--- config.mk ---
export PLATFORM = sky130hd
export DESIGN_NAME = mac_result_fifo
export DESIGN_NICKNAME = d
export VERILOG_FILES = /design/src/rtl/mac_pkg.sv /design/src/rtl/fifo_ptr_ctrl.sv /design/src/rtl/mac_result_fifo.sv
export SDC_FILE = /design/constraint.sdc
export NUM_CORES = 1
export LEC_CHECK = 0
export BUFFER_PORTS_ARGS = -buffer_cell sky130_fd_sc_hd__buf_2
export CAP_MARGIN = 20
export CORE_MARGIN = 10
export CORE_UTILIZATION = 45
export DETAILED_ROUTE_END_ITERATION = 7
export MAX_ROUTING_LAYER = met4
export SYNTH_ARGS = -nofsm -noshare
export SYNTH_HDL_FRONTEND = slang
export SYNTH_SLANG_ARGS = --single-unit
--- constraint.sdc ---
create_clock -name clk -period 3.95 [get_ports clk]
set_input_delay 0.395 -clock clk [delete_from_list [all_inputs] [get_ports clk]]
set_output_delay 0.395 -clock clk [all_outputs]
set_load 0.01 [all_outputs]
--- src/rtl/mac_pkg.sv ---
// Shared definitions for the 14x14 saturating MAC and its downstream result FIFO.
package mac_pkg;

   localparam int MAC_IN_W    = 14;
   localparam int MAC_OUT_W   = 28;
   localparam int MAC_LATENCY = 2;

   typedef logic signed [MAC_OUT_W-1:0] mac_result_t;

endpackage : mac_pkg

--- src/rtl/fifo_ptr_ctrl.sv ---
// Pointer and occupancy bookkeeping for the MAC result FIFO.
// Owns the read/write pointers and the count, and decides whether a write or
// read actually happens this cycle. Storage lives in the parent.
module fifo_ptr_ctrl #(
   parameter  int DEPTH = 8,
   localparam int PW    = $clog2(DEPTH),
   localparam int CW    = PW + 1
) (
   input  logic          clk,
   input  logic          reset,
   input  logic          i_writeReq,
   input  logic          i_readReady,
   output logic          o_wr,
   output logic          o_rd,
   output logic          o_full,
   output logic          o_empty,
   output logic [PW-1:0] o_wrPtr,
   output logic [PW-1:0] o_rdPtr,
   output logic [CW-1:0] o_count
);

   logic [PW-1:0] r_wrPtr;
   logic [PW-1:0] r_rdPtr;
   logic [CW-1:0] r_count;

   logic w_full;
   logic w_empty;
   logic w_rd;
   logic w_wr;

   assign w_full  = (r_count == CW'(DEPTH));
   assign w_empty = (r_count == '0);

   // A read needs a valid head, which is exactly "not empty". A write into a
   // full FIFO is still accepted when the same cycle's read frees a slot.
   assign w_rd = !w_empty && i_readReady;
   assign w_wr = i_writeReq && (!w_full || w_rd);

   // Pointers wrap naturally modulo DEPTH because DEPTH is a power of two;
   // the count moves by +1, -1 or not at all depending on the wr/rd pair.
   always_ff @(posedge clk) begin
      if (reset) begin
         r_wrPtr <= '0;
         r_rdPtr <= '0;
         r_count <= '0;
      end else begin
         if (w_wr) begin
            r_wrPtr <= r_wrPtr + PW'(1);
         end
         if (w_rd) begin
            r_rdPtr <= r_rdPtr + PW'(1);
         end
         if (w_wr && !w_rd) begin
            r_count <= r_count + CW'(1);
         end else if (w_rd && !w_wr) begin
            r_count <= r_count - CW'(1);
         end
      end
   end

   assign o_wr    = w_wr;
   assign o_rd    = w_rd;
   assign o_full  = w_full;
   assign o_empty = w_empty;
   assign o_wrPtr = r_wrPtr;
   assign o_rdPtr = r_rdPtr;
   assign o_count = r_count;

endmodule : fifo_ptr_ctrl

--- src/rtl/mac_result_fifo.sv ---
// Result buffer behind the 14x14 saturating MAC.
// Captures each accumulator result on the MAC's valid strobe, queues it in a
// circular buffer and hands it to a consumer over valid/ready. Because the MAC
// cannot be stalled and has results in flight, a credit (ready_up) is exported
// that keeps SKID entries free for results already inside the MAC pipeline.
module mac_result_fifo
   import mac_pkg::*;
#(
   parameter  int DATA_W = MAC_OUT_W,
   parameter  int DEPTH  = 8,
   parameter  int SKID   = MAC_LATENCY,
   localparam int PW     = $clog2(DEPTH),
   localparam int CW     = PW + 1
) (
   input  logic                     clk,
   input  logic                     reset,
   input  logic signed [DATA_W-1:0] f_in,
   input  logic                     valid_in,
   output logic                     ready_up,
   output logic signed [DATA_W-1:0] dout,
   output logic                     dout_valid,
   input  logic                     dout_ready,
   output logic [CW-1:0]            count,
   output logic                     overflow,
   input  logic                     ovf_clr
);

   logic [DATA_W-1:0] r_mem [DEPTH];
   logic              r_overflow;

   logic          w_wr;
   logic          w_rd;
   logic          w_full;
   logic          w_empty;
   logic          w_drop;
   logic [PW-1:0] w_wrPtr;
   logic [PW-1:0] w_rdPtr;
   logic [CW-1:0] w_count;

   fifo_ptr_ctrl #(
      .DEPTH (DEPTH)
   ) u_ptrCtrl (
      .clk         (clk),
      .reset       (reset),
      .i_writeReq  (valid_in),
      .i_readReady (dout_ready),
      .o_wr        (w_wr),
      .o_rd        (w_rd),
      .o_full      (w_full),
      .o_empty     (w_empty),
      .o_wrPtr     (w_wrPtr),
      .o_rdPtr     (w_rdPtr),
      .o_count     (w_count)
   );

   // Storage is deliberately left unreset; occupancy alone decides what is
   // visible, so stale contents can never reach dout.
   always_ff @(posedge clk) begin
      if (w_wr) begin
         r_mem[w_wrPtr] <= f_in;
      end
   end

   // A result arriving with no room and no simultaneous pop is lost.
   assign w_drop = valid_in && w_full && !w_rd;

   // Sticky drop flag; a drop in the same cycle as a clear keeps it set so
   // the loss is never silently hidden.
   always_ff @(posedge clk) begin
      if (reset) begin
         r_overflow <= 1'b0;
      end else if (w_drop) begin
         r_overflow <= 1'b1;
      end else if (ovf_clr) begin
         r_overflow <= 1'b0;
      end
   end

   // Head of queue is a plain registered-array read, so a write only becomes
   // visible the cycle after it lands; empty forces zero on dout.
   assign dout       = w_empty ? '0 : $signed(r_mem[w_rdPtr]);
   assign dout_valid = !w_empty;

   // Credit: free slots must exceed the results that may still be in flight.
   assign ready_up = (w_count < CW'(DEPTH - SKID));

   assign count    = w_count;
   assign overflow = r_overflow;

endmodule : mac_result_fifo

* Word level (Yosys, flattened, before mapping)
Memory sizes are Yosys's and may differ from the RTL's. A register that Yosys moved wholly into a read port is not among the register bits.
Index checks and enable logic that the tools add are counted.
** Cells by class
- Add/sub/neg operators :: 4
- $lt $le $gt $ge :: 1
- Equality and inequality tests :: 1
- Mux-type cells :: 9
- Reductions and logical operators :: 14
** Operators with widths (count)
- 28-bit 2-to-1 mux :: 1
- 4-bit 2-to-1 mux :: 2
- 3-bit by 1-bit adder with 3-bit output, second input constant :: 2
- 1-bit logical AND :: 6
- 3-bit 2-to-1 mux :: 2
- 4-bit by 1-bit adder with 4-bit output, second input constant :: 1
- 4-bit equality test, second input constant :: 1
- 1-bit zero test :: 4
- 4-bit zero test :: 1
- 4-bit by 3-bit < comparator with 1-bit output, second input constant :: 1
- 1-bit 2-to-1 mux :: 4
- 2-bit nonzero test :: 2
- 4-bit by 1-bit subtractor with 4-bit output, second input constant :: 1
- 1-bit logical OR :: 1
** Storage, ports and cells
- Register bits after elaboration :: 11
- RAM bits :: 224
- Input port bits :: 33
- Logic and storage cells :: 34
- Memories :: 1
** Memory list
- r_mem :: depth 8, bits a word 28, rd ports 1, clocked after Yosys merged registers in 1, write ports 1, line mac_result_fifo.sv:28 : logic [DATA_W-1:0] r_mem [DEPTH];

* Logic depth before layout (Yosys ltp)
- Depth after elaboration :: 9
- Gate-level depth with buffers :: 11
- Depth with buffers taken out :: 11

* By module
From an unflattened synthesis, not the netlist that was laid out.
** Second synthesis, totals
- Cells, all modules :: 430
- Area, all modules :: 9167.5 sq um
** Modules (own cells, without submodules)
- mac_result_fifo :: times used 1, cells each 373, area an instance 8635.8 sq um, sequential area each 6746.5 sq um
- fifo_ptr_ctrl :: times used 1, cells each 57, area an instance 531.8 sq um, sequential area each 200.2 sq um

* Least setup slack after synthesis
Ideal clock, no wire load.
- Path type :: reg2reg
- Start point :: register u_ptrCtrl.r_count[1], in the netlist u_ptrCtrl.o_count[1]
- End point :: memory r_mem[0][0] in the netlist's numbering (enable)
- Arrival time :: 2.882 ns
- Data required time :: 3.502 ns
- Path slack :: 0.620 ns
- Cell stages (with the launch flop) :: 5
- Path buffers :: 0
- Clock period less this slack :: 3.330 ns
- Cells stage by stage :: dfxtp_1 -> or3_4 -> o21a_4 -> nand2b_1 -> nor3_1
** Between the ends
- Longest elaborated chain between the ends :: 7
** Ends and longest elaborated chain
- from (decl) :: line fifo_ptr_ctrl.sv:24 : logic [CW-1:0] r_count;
- from (signal assigned) :: line fifo_ptr_ctrl.sv:54 : r_count <= r_count + CW'(1);
- from (signal assigned) :: line fifo_ptr_ctrl.sv:56 : r_count <= r_count - CW'(1);
- 4-bit zero test :: line fifo_ptr_ctrl.sv:32 : assign w_empty = (r_count == '0);
- 1-bit zero test :: line fifo_ptr_ctrl.sv:36 : assign w_rd = !w_empty && i_readReady;
- 1-bit logical AND :: line fifo_ptr_ctrl.sv:36
- 1-bit logical OR * :: line fifo_ptr_ctrl.sv:37 : assign w_wr = i_writeReq && (!w_full || w_rd);
- 1-bit logical AND * :: line fifo_ptr_ctrl.sv:37
- net u_ptrCtrl.o_wr :: line fifo_ptr_ctrl.sv:13 : output logic o_wr,
- 1-bit 2-to-1 mux * :: line mac_result_fifo.sv:59 : if (w_wr) begin
- 1-bit 2-to-1 mux (implied by the code) * :: line mac_result_fifo.sv:60 : r_mem[w_wrPtr] <= f_in;
- to (decl) :: line mac_result_fifo.sv:28
The timed path passes the listed nets; every way through them passes the cells marked *.

==> impl_metrics.toml <==
[run_status]
outcome = "complete, no violations"

[critical_path]
critPathMaxFanout = 25
slowest_delay_ps = 670
rr_endpoint = "u_ptrCtrl.o_count[3]$_SDFFE_PP0P_"
cpMaxStageDelayCell = "dfxtp_4"
endpoint_kind = "primary output"
cp.required_ps = 3560
cp_cell_sequence = "buf_4 > mux4_2 > mux2i_1 > nor2_1 > buf_2"
cp.arrival_ps = 2500
worstSetupStartpointType = "register"
reg2regPathDepth = 9
path_class = "reg2out"
reg2reg_slack_ps = 1270
reg2reg_from = "u_ptrCtrl.o_count[0]$_SDFFE_PP0P_"

[clock_network]
cts_hold_buf = 0
cts_max_level = 1
cts_tree = "built"
cts.sinks = 238
cts_setup_buffers = 0
clk_pin_slew_ps = 50
clk_latency_ps = 520
numCtsBuffers = 26
post_cts_resized = 0
cts_max_path_buffers = 3
cts_root_buffer = "clkbuf_16"

[synthesis]
synthAdderAreaFrac_pct = 0.893
synth_compound_area_share_pct = 0.758
syn_area_per_cell_um2 = 21.4
yosys_warnings = 0
synth_area_um2 = 9250
synth-simple-area-share_pct = 3.17
yosysUniqueCellTypes = 35
synthMuxAreaShare_pct = 17.2
syn-num-nets = 472
ys_seq_area_share_pct = 75.8
synth_xor_area_share_pct = 0.473
ys_ff_latch = 238
synth_top_family_by_area = "multiplexers"
netlist_instances = 433

[floorplanning]
coreArea_um2 = 20200
die_height_um = 163
pin_count = 68
die-area_um2 = 26700
fp.dieW_um = 163
rows = 52
start_util_pct = 45.7

[layout]
fin_nets = 561
final_core_util_pct = 53.2
multi_input_area_um2 = 2130
postLayoutCellArea_um2 = 10800
drive_gt1_share_pct = 34.1
fillers = 1601
area_growth_pct = 16.5
seq_area_um2 = 7010

[sta]
rsz0062_at_grt = "no"
max_slew.worst_pin.slew_ps = 832
layout_min_cycle_time_ps = 2900
slew_headroom_pct = 44.6
finalSetupViolCount = 0
final.setup_skew_ps = 17.8
hold_violations = 0
fin_crit_sh_pct = 73.4
tns_ps = 0
whs_ps = 143
clock.fmax_mhz = 345
slew_viol_final = 0

[drt]
viasPerCell = 5.37
finalWirelength_um = 17900
ant_nets = 0
drt_iter0_drc = 212
detail_route.wl_per_cell_um = 22.0
drtPass1Iterations = 4
vias = 4373
drc = 0

[hold_path]
hold_path.class = "in2reg"
hold_start = "f_in[11]"
hold_end = "r_mem[4][11]$_DFFE_PP_"
min_delay_path_depth = 1

[global_route]
overflow = 0
antenna_found_initial = 2
grt_pass1_vias = 4853
grt_pass1_wl_um = 28200
grt_usage_pct = 14.1
grt_max_degree = 57

[job]
maxCapViolations = 0

[power]
vdd_drop_max_v = 0.000445
p_leak_nw = 3.52
power.density_nw_per_um2 = 641

[place]
gp_congestion = 0.771
placed_area_um2 = 9930
dp_hpwl_um = 10300
io_buffers = 67
==> layer usage <==
layer	share of wire (%)	wire length [µm]	vias to the layer above	GRT usage [%]
li1	-	-	1949	-
met1	43	7780	2299	18.3
met3	4.4	780	34	2.72
met4	2.1	380	0	3.81
met2	50	8940	91	22.6
met5	0	0	-	-
==> worst max path at each step <==
stage,end,slack [ps]
2_1_floorplan,r_mem[0][0]$_DFFE_PP_,620
3_3_place_gp,u_ptrCtrl.o_count[3]$_SDFFE_PP0P_,1410
3_5_place_dp,u_ptrCtrl.o_count[3]$_SDFFE_PP0P_,1330
4_1_cts,dout[14],960
5_1_grt,dout[14],830
6_report,dout[17],1050
==> synthesized netlist by cell type <==
cell type | number | area share, %
buf_12 | 2 | 0.43
inv_2 | 1 | 0.041
fa_1 | 1 | 0.22
nor2b_1 | 2 | 0.14
nand2_2 | 1 | 0.068
nor2_4 | 1 | 0.12
ha_1 | 5 | 0.68
nand2b_4 | 1 | 0.15
nand2b_1 | 4 | 0.27
xor2_1 | 4 | 0.38
buf_2 | 10 | 0.54
or3_4 | 1 | 0.12
a21oi_1 | 5 | 0.27
nor3_1 | 2 | 0.11
dfxtp_1 | 14 | 3.0
nand3_1 | 3 | 0.16
inv_1 | 1 | 0.041
o211ai_1 | 1 | 0.081
mux4_1 | 4 | 1.1
nand2_1 | 3 | 0.12
edfxtp_1 | 224 | 73
mux4_2 | 52 | 13
buf_1 | 1 | 0.041
a31oi_1 | 1 | 0.068
buf_8 | 2 | 0.32
a21oi_2 | 1 | 0.095
clkbuf_1 | 2 | 0.081
mux2_1 | 1 | 0.12
a211oi_1 | 1 | 0.081
mux2i_1 | 30 | 3.2
xnor2_1 | 1 | 0.095
nor2_1 | 47 | 1.9
buf_4 | 2 | 0.16
buf_6 | 1 | 0.12
o21a_4 | 1 | 0.16
==> final cells by class <==
class                           instances  area share (%)
Clock inverter                         11            1.16
Sequential cell                       238            65.1
Antenna cell                            2          0.0465
Tap cell                              270            3.14
Clock buffer                           37            6.62
Multi-Input combinational cell        173            19.8
Inverter                                2          0.0697
Timing Repair Buffer                   81            4.09
==> registers in the layout (all words and copies together), names as in the netlist, named ones only <==
register / cells
r_mem: 224
overflow: 1
u_ptrCtrl.o_count: 4
u_ptrCtrl.o_rdPtr: 3
u_ptrCtrl.o_wrPtr: 3
==> cell families after synthesis <==
group                      after synthesis
and+or+nand+nor                         65
AOI/OAI and AO/OA                       10
xor gates and xnor gates                 5
DFF                                    238
adders and majority gates                6
muxes                                   87
buffers and inverters                   22
==> power by group <==
group	internal (W)	switching [W]	total (W)
clock network	0.00145	0.000896	0.00234
registers	0.00289	0.000126	0.00301
logic	0.000763	0.000791	0.00155
total	0.00510	0.00181	0.00691
==> critical path: cells and delay by family, from the launching register on <==
kind | cells | cell delay [ps]
buffers and inverters | 2 | 490
flip-flops | 1 | 670
multiplexers | 2 | 770
AND/OR/NAND/NOR | 1 | 60
==> layout by cell type, fill, tap and decap left out, types with 4 or more instances in the layout <==
cell	netlist	layout
mux4_2	52	52
mux2i_1	30	30
a21oi_1	5	5
dfxtp_1	14	11
nor2_4	1	7
edfxtp_1	224	224
clkbuf_1	2	10
xor2_1	4	4
clkinv_1	0	4
nand2b_1	4	4
ha_1	5	5
buf_2	10	67
clkinv_2	0	4
clkbuf_16	0	27
buf_4	2	14
mux4_1	4	4
nor2_1	47	41
==> metrics by stage <==
step | setup slack [ps] | power, W | std cells
after floorplan | 620 | 0.00422 | 433
after global placement | 1410 | 0.00465 | 764
after detailed placement | 1330 | 0.00468 | 764
after CTS | 963 | 0.00702 | 812
after global routing | 827 | 0.00726 | 814
final | 1050 | 0.00691 | 814
Power figures use the tool's default switching activity.
